--- config.mk ---
export PLATFORM = sky130hd
export DESIGN_NAME = pdn_rail_sequencer
export DESIGN_NICKNAME = d
export VERILOG_FILES = /design/src/rtl/pdn_rail_sequencer.sv
export SDC_FILE = /design/constraint.sdc
export NUM_CORES = 1
export LEC_CHECK = 0
export ABC_CLOCK_PERIOD_IN_PS = 4050
export CAP_MARGIN = 40
export CORE_MARGIN = 4
export CORE_UTILIZATION = 59
export CTS_BUF_LIST = sky130_fd_sc_hd__clkbuf_16
export DETAILED_ROUTE_END_ITERATION = 8
export MAX_ROUTING_LAYER = met4
export PLACE_DENSITY = 0.81
export SETUP_SLACK_MARGIN = 0.1
export SLEW_MARGIN = 5
export SYNTH_ARGS = -nofsm -noshare
export SYNTH_HDL_FRONTEND = slang
export SYNTH_SLANG_ARGS = --single-unit
--- constraint.sdc ---
create_clock -name clk -period 4.05 [get_ports clk]
set_input_delay 0.6075 -clock clk [delete_from_list [all_inputs] [get_ports clk]]
set_output_delay 0.6075 -clock clk [all_outputs]
set_load 0.005 [all_outputs]
--- src/rtl/pdn_rail_sequencer.sv ---
// Power-rail sequencer: brings supply domains up in ascending order and down in reverse,
// gating each step on power-good plus a settle window, with timeout/brown-out fault handling.
module pdn_rail_sequencer #(
  parameter int N_RAILS     = 7,
  parameter int SETTLE_CYC  = 16,
  parameter int TIMEOUT_CYC = 1024,
  parameter int IDX_W       = 3
) (
  input  logic               clk,
  input  logic               rst,
  input  logic               req_on,
  input  logic [N_RAILS-1:0] pg,
  output logic [N_RAILS-1:0] rail_en,
  output logic               all_good,
  output logic               busy,
  output logic               fault,
  output logic [IDX_W-1:0]   fault_rail
);

  localparam int SET_W = $clog2(SETTLE_CYC + 1);
  localparam int TMR_W = $clog2(TIMEOUT_CYC + 1);
  localparam logic [SET_W-1:0] SETTLE_LAST = SET_W'(SETTLE_CYC - 1);
  localparam logic [TMR_W-1:0] TIMER_LAST  = TMR_W'(TIMEOUT_CYC - 1);
  localparam logic [IDX_W-1:0] LAST_IDX    = IDX_W'(N_RAILS - 1);

  typedef enum logic [2:0] {
    ST_OFF   = 3'd0,
    ST_UP    = 3'd1,
    ST_ON    = 3'd2,
    ST_DOWN  = 3'd3,
    ST_FAULT = 3'd4
  } state_e;

  state_e             state_q, state_d;
  logic [IDX_W-1:0]   idx_q, idx_d;
  logic [TMR_W-1:0]   timer_q, timer_d;
  logic [SET_W-1:0]   settle_q, settle_d;
  logic [N_RAILS-1:0] rail_en_q, rail_en_d;
  logic               all_good_q, all_good_d;
  logic               busy_q, busy_d;
  logic               fault_q, fault_d;
  logic [IDX_W-1:0]   fault_rail_q, fault_rail_d;

  logic               at_target_s;
  logic               advance_s;
  logic               timeout_s;
  logic [N_RAILS-1:0] below_s;
  logic [IDX_W:0]     bo_up_s;
  logic [IDX_W:0]     bo_on_s;

  // Returns {found, index} of the lowest zero bit; lowest index wins for fault_rail.
  function automatic logic [IDX_W:0] lowest_low(input logic [N_RAILS-1:0] v);
    logic [IDX_W:0] r;
    r = '0;
    for (int j = N_RAILS - 1; j >= 0; j--) begin
      if (!v[j]) begin
        r = {1'b1, IDX_W'(j)};
      end else begin
        r = r;
      end
    end
    return r;
  endfunction

  // State register
  always_ff @(posedge clk or posedge rst) begin
    if (rst) begin
      state_q      <= ST_OFF;
      idx_q        <= '0;
      timer_q      <= '0;
      settle_q     <= '0;
      rail_en_q    <= '0;
      all_good_q   <= 1'b0;
      busy_q       <= 1'b0;
      fault_q      <= 1'b0;
      fault_rail_q <= '0;
    end else begin
      state_q      <= state_d;
      idx_q        <= idx_d;
      timer_q      <= timer_d;
      settle_q     <= settle_d;
      rail_en_q    <= rail_en_d;
      all_good_q   <= all_good_d;
      busy_q       <= busy_d;
      fault_q      <= fault_d;
      fault_rail_q <= fault_rail_d;
    end
  end

  // Next-state logic; brown-out is checked before timeout so it owns fault_rail on a tie
  always_comb begin
    at_target_s  = (pg[idx_q] == (state_q == ST_UP));
    advance_s    = at_target_s && (settle_q == SETTLE_LAST);
    timeout_s    = (timer_q == TIMER_LAST) && !advance_s;
    below_s      = (N_RAILS'(1) << idx_q) - N_RAILS'(1);
    bo_up_s      = lowest_low(pg | ~below_s);
    bo_on_s      = lowest_low(pg);

    state_d      = state_q;
    idx_d        = idx_q;
    timer_d      = '0;
    settle_d     = '0;
    rail_en_d    = rail_en_q;
    fault_rail_d = fault_rail_q;

    case (state_q)
      ST_OFF: begin
        rail_en_d = '0;
        idx_d     = '0;
        if (req_on) begin
          state_d   = ST_UP;
          rail_en_d = N_RAILS'(1);
        end else begin
          state_d = ST_OFF;
        end
      end
      ST_UP: begin
        timer_d  = timer_q + TMR_W'(1);
        settle_d = at_target_s ? settle_q + SET_W'(1) : '0;
        if (bo_up_s[IDX_W]) begin
          state_d      = ST_FAULT;
          fault_rail_d = bo_up_s[IDX_W-1:0];
          rail_en_d    = '0;
        end else if (timeout_s) begin
          state_d      = ST_FAULT;
          fault_rail_d = idx_q;
          rail_en_d    = '0;
        end else if (!req_on) begin
          state_d          = ST_DOWN;
          rail_en_d[idx_q] = 1'b0;
          timer_d          = '0;
          settle_d         = '0;
        end else if (advance_s) begin
          timer_d  = '0;
          settle_d = '0;
          if (idx_q == LAST_IDX) begin
            state_d = ST_ON;
          end else begin
            idx_d                         = idx_q + IDX_W'(1);
            rail_en_d[idx_q + IDX_W'(1)]  = 1'b1;
          end
        end else begin
          state_d = ST_UP;
        end
      end
      ST_ON: begin
        rail_en_d = '1;
        if (bo_on_s[IDX_W]) begin
          state_d      = ST_FAULT;
          fault_rail_d = bo_on_s[IDX_W-1:0];
          rail_en_d    = '0;
        end else if (!req_on) begin
          state_d             = ST_DOWN;
          idx_d               = LAST_IDX;
          rail_en_d[LAST_IDX] = 1'b0;
        end else begin
          state_d = ST_ON;
        end
      end
      ST_DOWN: begin
        timer_d  = timer_q + TMR_W'(1);
        settle_d = at_target_s ? settle_q + SET_W'(1) : '0;
        if (timeout_s) begin
          state_d      = ST_FAULT;
          fault_rail_d = idx_q;
          rail_en_d    = '0;
        end else if (advance_s) begin
          timer_d  = '0;
          settle_d = '0;
          if (idx_q == '0) begin
            state_d = ST_OFF;
          end else begin
            idx_d                        = idx_q - IDX_W'(1);
            rail_en_d[idx_q - IDX_W'(1)] = 1'b0;
          end
        end else begin
          state_d = ST_DOWN;
        end
      end
      ST_FAULT: begin
        rail_en_d = '0;
        if (!req_on) begin
          state_d = ST_OFF;
        end else begin
          state_d = ST_FAULT;
        end
      end
      default: begin
        state_d   = ST_OFF;
        idx_d     = '0;
        rail_en_d = '0;
      end
    endcase

    all_good_d = (state_d == ST_ON);
    busy_d     = (state_d == ST_UP) || (state_d == ST_DOWN);
    fault_d    = (state_d == ST_FAULT);
  end

  // Outputs come straight from registers
  always_comb begin
    rail_en    = rail_en_q;
    all_good   = all_good_q;
    busy       = busy_q;
    fault      = fault_q;
    fault_rail = fault_rail_q;
  end

endmodule

## Word-level counts from Yosys, hierarchy flattened

Cells that the tools add are included.
W data, S select, Z words.

- Add/subtract/negate cells: 5
- Multiplexer cells: 76
- Shifts and indexed selects: 1
- Reductions and logical operators: 13
- Bitwise gates (word level): 8
- Equal/unequal tests: 27
- Magnitude comparators: 6

Operators with widths:

| operator | count |
|---|---|
| $mux W3 | 23 |
| $mux W4 | 14 |
| $mux W7 | 8 |
| $mux W11 | 5 |
| $mux W5 | 6 |
| $pmux W7 S4 | 1 |
| $ne A2 B2 Y1 const B | 11 |
| $pmux W11 S2 | 1 |
| $not A7 Y7 | 3 |
| $pmux W3 S5 | 1 |
| $and A7 B7 Y7 | 2 |
| $or A7 B7 Y7 | 2 |
| $eq A3 B2 Y1 const B | 4 |
| $lt A3 B4 Y1 const B | 3 |
| $pmux W3 S4 | 1 |
| $add A11 B1 Y11 const B | 1 |
| $eq A11 B10 Y1 const B | 1 |
| $reduce_and A11 Y1 | 1 |
| $ne A5 B5 Y1 const B | 2 |
| $pmux W5 S2 | 1 |
| $demux W1 S3 | 3 |
| $eq A3 B3 Y1 const B | 3 |
| $ge A3 B1 Y1 const B | 3 |
| $mux W1 | 9 |
| 20 further kinds | 27 |

- Word-level logic and storage cells: 145
- Register bits after elaboration: 35
- Output and inout port bits: 13
- Input port bits: 10

## Logic depth before layout (Yosys ltp)

Gate-level depths: netlist of the first run.

- Depth after elaboration: 15
- Gate-level depth with buffers: 15
- Mapped depth without buffers: 12

## Worst setup path after synthesis of the first run

Ideal clock, no wire load.

- Kind: reg-to-reg
- Start: reg idx_q[0]
- End: reg idx_q[1]
- Buffers on the path: 2
- Cell stages (with the launch flop): 15
- Data required time: 3925 ps
- Arrival time: 3223 ps
- Slack: 702 ps
- Period minus slack after synthesis: 3348 ps
- Library setup time: 125 ps
- Cell sequence: dfrtp_1 -> buf_6 -> inv_1 -> ha_1 -> clkbuf_2 -> nor2b_1 -> inv_1 -> ha_1 -> nor4bb_1 -> a211oi_1 -> o221ai_2 -> nor2_1 -> a21oi_1 -> a21oi_1 -> mux2_2

- Cells in the longest elaborated chain, start to end: 13
- Elaborated cells on any way between the ends: 38
- Those cells by class: add/sub (3); eq/ne (9); shift (1); mux (18); bitwise (2); reduce/logical (5)

RTL lines:

| item | RTL line | source |
|---|---|---|
| from (decl) | 35 | `logic [IDX_W-1:0] idx_q, idx_d;` |
| from (signal assigned) | 79 | `idx_q <= idx_d;` |
| $shl A1 B3 Y7 | 95 | `below_s = (N_RAILS'(1) << idx_q) - N_RAILS'(1);` |
| $sub A7 B2 Y7 | 95 |  |
| $not A7 Y7 | 96 | `bo_up_s = lowest_low(pg \| ~below_s);` |
| $or A7 B7 Y7 | 96 |  |
| $mux W4 (7 in series) | 56 | `if (!v[j]) begin` |
| $ne A2 B2 Y1 (no source line) | -- |  |
| $reduce_and A11 Y1 (no source line) | -- |  |

Several ways; a longest one is shown, not always the timed one. The select of a mux whose other input is x is not followed.
A chain may end at the register's enable or synchronous reset.

## Worst setup path after layout of the first run

- Start: reg idx_q[1]
- End: reg idx_q[1]

Same word-level chain as after synthesis.

==> metrics.txt, run 1 <==
status finished clean; die height 76.7 µm; Worst EP required 4210 ps; Initial DRT Pass Iterations 6; CTS resizes 0; ratio of cells with drive above 1 in the final layout 8.86%; hold_sp settle_q[0]$_DFF_PP0_; Peak VDD IR 345 µV; GRT Total Usage 25.5%; wire length on met2 3310 µm; total die area around 5900 µm²; PortBufs 22; CP endpoint kind flop; Hold WC Path Type reg2reg; most common cell after layout, fill and taps aside dfrtp_1; wl on met1 3140 µm; DRC 0; CTS tree yes; period utilization ~90%; Power Total 2060 µW; Max FO, Critical Path 11; final setup vio count 0; 1st-iter DRT viols about 260; Initial Util 62.3%; Setup Slack @ Placement 434 ps; met3 wire length 525 µm; top sig layer met4; # rows 24; Mean Syn Cell Area 8.32 µm²; I/O pin count 23; Final min period 3680 ps; RSZ-0062 raised after global routing no; H-tree depth 2; Yosys reg bits 35; EDFF count, synth 0; Multi-input gate area about 1800 µm²; gate count of the mapped netlist 335; r2r worst-path depth 12; Critical R2R Capture idx_q[1]$_DFFE_PP0P_; initial antenna violation count 0; Congestion Overflow GR 0; largest net degree at the start of global routing 36; fraction of registers with async set/reset 100%; Filler cells 360; Diodes inserted 0; Worst setup SP type flop; Hold Path Depth 1; slowest CP cell dfrtp_1; CP arrival approximately 3800 ps; Non-Filler Instances 402; clock latency on the worst-skew pair 270 ps; Nets 370; Max-slew headroom 47.1%; worst-case clock skew 5.20 ps; DP HPWL 5140 µm; Yosys warning total 0; Final GP Congestion 0.943; Clock Tree Buf Depth 2; Final ANT Viol Nets 0; Reg area 876 µm²; fin. max-slew vios 0; Largest stage delay, worst path 570 ps; drt wl/cell ~18 µm; CTS Hold Buffers Added 0; critical setup path kind reg2reg; core area 4470 µm²; Mapped Nets 355; Leak 0.00126 µW; die width 76.7 µm; number of max-cap violations 0; total negative slack 0 ps; clock sink count 35; r2r setup slk 370 ps; total number of vias 2,688; Synth top area share between 30% and 40%; number of buffers created by CTS 5; area leader, netlist dfrtp_1; Final Hold Fails 0; Area growth syn-to-layout 13.5%; first-pass GRT wire length 12,100 µm; Clock transition at path regs roughly 50 ps; Pwr Density ~650 nW/µm²; Netlist cell types 65; Post-synth top flop dfrtp_1; Worst R2R Start idx_q[1]$_DFFE_PP0P_; Mapped Area ~2800 µm²; most frequent cells in the layout 35 x dfrtp_1, 34 x nor2_1, 24 x nand2_1; Max Freq 0.272 GHz; WL final 7040 µm; Worst-Margin Slew a little under 800 ps; CP cell instances inv_1 -> ha_1 -> nor2b_1 -> inv_1 -> ha_1 -> nor4b_1 -> a2bb2oi_1 -> o221ai_2 -> nor2_1 -> a21oi_1 -> a21oi_1 -> mux2_2; vias in the first global route 2,499; number of vias per cell 6.69; placed cells 395; CTS root buf clkbuf_16; synth top area cells dfrtp_1 31%, nor2_1 4.6%, ha_1 4.5%; slack of the critical path 369 ps; post-CTS setup buffers 0; post-synthesis sequential area ratio 31.4%; worst hold path endpoint settle_q[0]$_DFF_PP0_
==> power by group <==
part	switching, µW	internal, µW
combinational	682	508
sequential	107	419
clock	127	220
==> synthesized netlist by cell type, drive strengths merged (5+ instances only) <==
master,n
a21oi,21
ha,10
nand4,8
o21ai,29
xor2,9
or3,5
nand3,14
clkbuf,14
buf,7
inv,11
and3,5
dfrtp,35
xnor2,7
mux2i,9
a31oi,6
nand2,24
nor2,35
o311ai,5
nor3,6
nor2b,11
==> layer usage <==
layer,track usage [%],up-vias
li1,-,1272
met2,39.1,119
met1,34.9,1285
met4,5.98,0
met3,5.15,12
met5,-,-
==> metrics by stage <==
step,utilization (%),area (µm²),hold WS [ps]
after global routing,70.7,3160,496
after CTS,70.6,3160,461
final,70.7,3160,458
after floorplan,-,2790,433
after detailed placement,67.6,3030,454
after global placement,67.6,3030,453
==> area by class of cell <==
cell class / instances / share of cell area (%)
Clock buffer: 5 / 3.95
Clock inverter: 2 / 0.277
Inverter: 11 / 1.30
Multi-Input combinational cell: 268 / 56.1
Sequential cell: 35 / 27.7
Tap cell: 52 / 2.06
Timing Repair Buffer: 29 / 8.62
==> worst max path at each step <==
stage / start / endpoint / slack (ps) / cells after the start
final: idx_q[1]$_DFFE_PP0P_ / idx_q[1]$_DFFE_PP0P_ / 370 / 12
after global routing: idx_q[1]$_DFFE_PP0P_ / all_good$_DFF_PP0_ / 110 / 12
after CTS: idx_q[1]$_DFFE_PP0P_ / idx_q[1]$_DFFE_PP0P_ / 410 / 12
after detailed placement: idx_q[1]$_DFFE_PP0P_ / idx_q[1]$_DFFE_PP0P_ / 430 / 12
after global placement: idx_q[1]$_DFFE_PP0P_ / idx_q[1]$_DFFE_PP0P_ / 540 / 12
after floorplan: idx_q[0]$_DFFE_PP0P_ / idx_q[1]$_DFFE_PP0P_ / 700 / 14
==> kinds of logic after synthesis <==
kind of cell / count (synthesis) / share of synthesized area [%]
AO/OA/AOI/OAI: 101 / 25.4
adder cells (fa/ha/maj): 10 / 4.49
AND/OR/NAND/NOR: 131 / 25.0
XOR/XNOR: 16 / 5.03
buffers and inverters: 32 / 5.07
flip-flops: 35 / 31.4
multiplexers: 10 / 3.64
==> worst max-delay path: cells and delay by family (launching register included) <==
kind	cells	cell delay (ps)
flip-flops	1	570
AND/OR/NAND/NOR	3	700
AO/OA/AOI/OAI	4	940
buffers and inverters	2	340
adder cells (fa/ha/maj)	2	640
multiplexers	1	370
==> flip-flops by register name, summed over array words and instances (netlist names) <==
name	cells
busy	1
fault	1
settle_q	5
timer_q	11
all_good	1
state_q	3
idx_q	3
fault_rail	3
rail_en	7
No activity file was read; power rests on OpenSTA's default activity.
==> run 2: changes to the inputs <==
- HOLD_SLACK_MARGIN: default -> 0.15
==> results of run 2 <==
No change in the layout: final DEF, timing and power equal those of run 1.
==> run 3: changes to the inputs <==
- SETUP_SLACK_MARGIN: 0.1 -> default
==> metrics.txt, run 3 (synthesized netlist as in run 1, its figures left out) <==
number of buffers created by CTS 5 (unchanged); CP arrival 3900 ps (+60 ps); Max-slew headroom 46.9% (-0.18 points); WL final 7070 µm (+0.47%); PortBufs 22 (unchanged); Filler cells 359 (-0.28%); 1st-iter DRT viols 254 (-3.1%); fin. max-slew vios 0 (unchanged); CP top delay family compound AO/OA/AOI/OAI gates; number of max-cap violations 0 (unchanged); first-pass GRT wire length 12,100 µm (unchanged); final setup vio count 0 (unchanged); Worst EP required 4200 ps (about the same); clock sink count 35 (unchanged); number of vias per cell 6.70 (+0.19%); Area growth syn-to-layout 13.3%; Setup Slack @ Placement 434 ps (unchanged); largest net degree at the start of global routing 36 (unchanged); I/O pin count 23 (unchanged); post-CTS setup buffers 0 (unchanged); Congestion Overflow GR 0 (unchanged); Nets 370 (unchanged); CTS resizes 0 (unchanged); period utilization 92.5% (+1.6 points); total negative slack 0 ps (unchanged); Final min period 3750 ps (+66.5 ps); GRT Total Usage 25.5% (unchanged); status finished clean; Final GP Congestion 0.943 (unchanged); total number of vias 2,693 (+0.19%); die width 76.7 µm (unchanged); Largest register FFs 11 (unchanged); Worst-Margin Slew 791 ps (+2.72 ps); Hold WC Path Type reg2reg; Initial Util 62.3% (unchanged); Diodes inserted 0 (unchanged); Critical path buffers and inverters 2 (unchanged); Final Cell Area 3160 µm² (-0.16%); worst-case clock skew 4.93 ps (-0.269 ps); Final ANT Viol Nets 0 (unchanged); DP HPWL 5140 µm (unchanged); slack of the critical path 302 ps (-66.5 ps); CTS tree yes; die height 76.7 µm (unchanged); CP endpoint kind flop; Largest stage delay, worst path 520 ps (-50 ps); # rows 24 (unchanged); slowest CP cell dfrtp_1; Leak 0.00126 µW (about the same); clock latency on the worst-skew pair 270 ps (about the same); DRC 0 (unchanged); Final Hold Fails 0 (unchanged); Power Total 2060 µW (-0.22%); RSZ-0062 raised after global routing no; initial antenna violation count 0 (unchanged); CTS Hold Buffers Added 0 (unchanged); drt wl/cell 17.6 µm (+0.47%); Reg area 876 µm² (unchanged); Pwr Density 651 nW/µm² (about the same); Clock Tree Buf Depth 2 (unchanged); CTS root buf clkbuf_16; Multi-input gate area 1770 µm² (-0.28%); Biggest register timer_q; critical setup path kind reg2reg; Peak VDD IR 347 µV (+0.59%); vias in the first global route 2,499 (unchanged); Clock transition at path regs 50 ps (about the same); Initial DRT Pass Iterations 6 (unchanged); Post-DP Area 3030 µm² (unchanged); total die area 5890 µm² (unchanged); most frequent cells in the layout 35 x dfrtp_1, 34 x nor2_1, 24 x nand2_1; ratio of cells with drive above 1 in the final layout 8.57% (-0.29 points); core area 4470 µm² (unchanged); Worst setup SP type flop; most common cell after layout, fill and taps aside dfrtp_1; Max FO, Critical Path 11 (unchanged); CP cell instances inv_1 -> ha_1 -> nor2b_1 -> inv_1 -> ha_1 -> nor4bb_1 -> a211oi_1 -> o221ai_2 -> nor2_1 -> a21oi_1 -> a21oi_1 -> mux2_2; H-tree depth 2 (unchanged); Max Freq 0.267 GHz (-1.8%)
-- run 3: cell counts in the layout (fill, tap and decap cells not counted) --
No cell type changed its count.
-- run 3: path summary, 6_finish.rpt --
path | start | to | slack [ps] | depth (start not counted)
worst max-delay path | idx_q[1]$_DFFE_PP0P_ | idx_q[1]$_DFFE_PP0P_ | 300 | 12
worst min-delay path | settle_q[0]$_DFF_PP0_ | settle_q[0]$_DFF_PP0_ | 460 | 1
worst max register to register | idx_q[1]$_DFFE_PP0P_ | idx_q[1]$_DFFE_PP0P_ | 300 | 12
worst min register to register | settle_q[0]$_DFF_PP0_ | settle_q[0]$_DFF_PP0_ | 460 | 1
max in group asynchronous | rst | state_q[1]$_DFF_PP0_ | 3000 | 3
min in group asynchronous | rst | settle_q[1]$_DFF_PP0_ | 740 | 3
-- run 3: routing by layer --
metal,GRT usage (%),vias up,part of all wire [%]
met4,5.98,0,1.4
li1,-,1273,-
met2,39.1,121,47
met1,34.9,1284,45
met5,-,-,0
met3,5.15,15,6.8
-- run 3: cell type report --
cell class / instances / area share (%)
Multi-Input combinational cell: 268 / 56.0
Sequential cell: 35 / 27.7
Timing Repair Buffer: 29 / 8.63
Clock buffer: 5 / 3.96
Tap cell: 52 / 2.06
Inverter: 11 / 1.31
Clock inverter: 2 / 0.277
-- run 3: report_power, final --
group,switching (µW),internal [µW]
sequential,108,419
clock,124,220
combinational,682,505
-- run 3: worst register-to-register path, delay by kind of cell (launching register included) --
| kind | cells | cell delay [ps] |
|---|---|---|
| adders and majority gates | 2 | 650 |
| muxes | 1 | 370 |
| DFF | 1 | 520 |
| and+or+nand+nor | 3 | 620 |
| AOI/OAI and AO/OA | 4 | 1110 |
| buffers and inverters | 2 | 350 |
-- run 3: metrics by stage --
step,std cells,utilization (%),hold slack (ps)
after floorplan,335,-,433
after global placement,395,67.6,453
after detailed placement,395,67.6,454
after CTS,402,70.6,461
after global routing,402,70.6,496
final,402,70.6,458
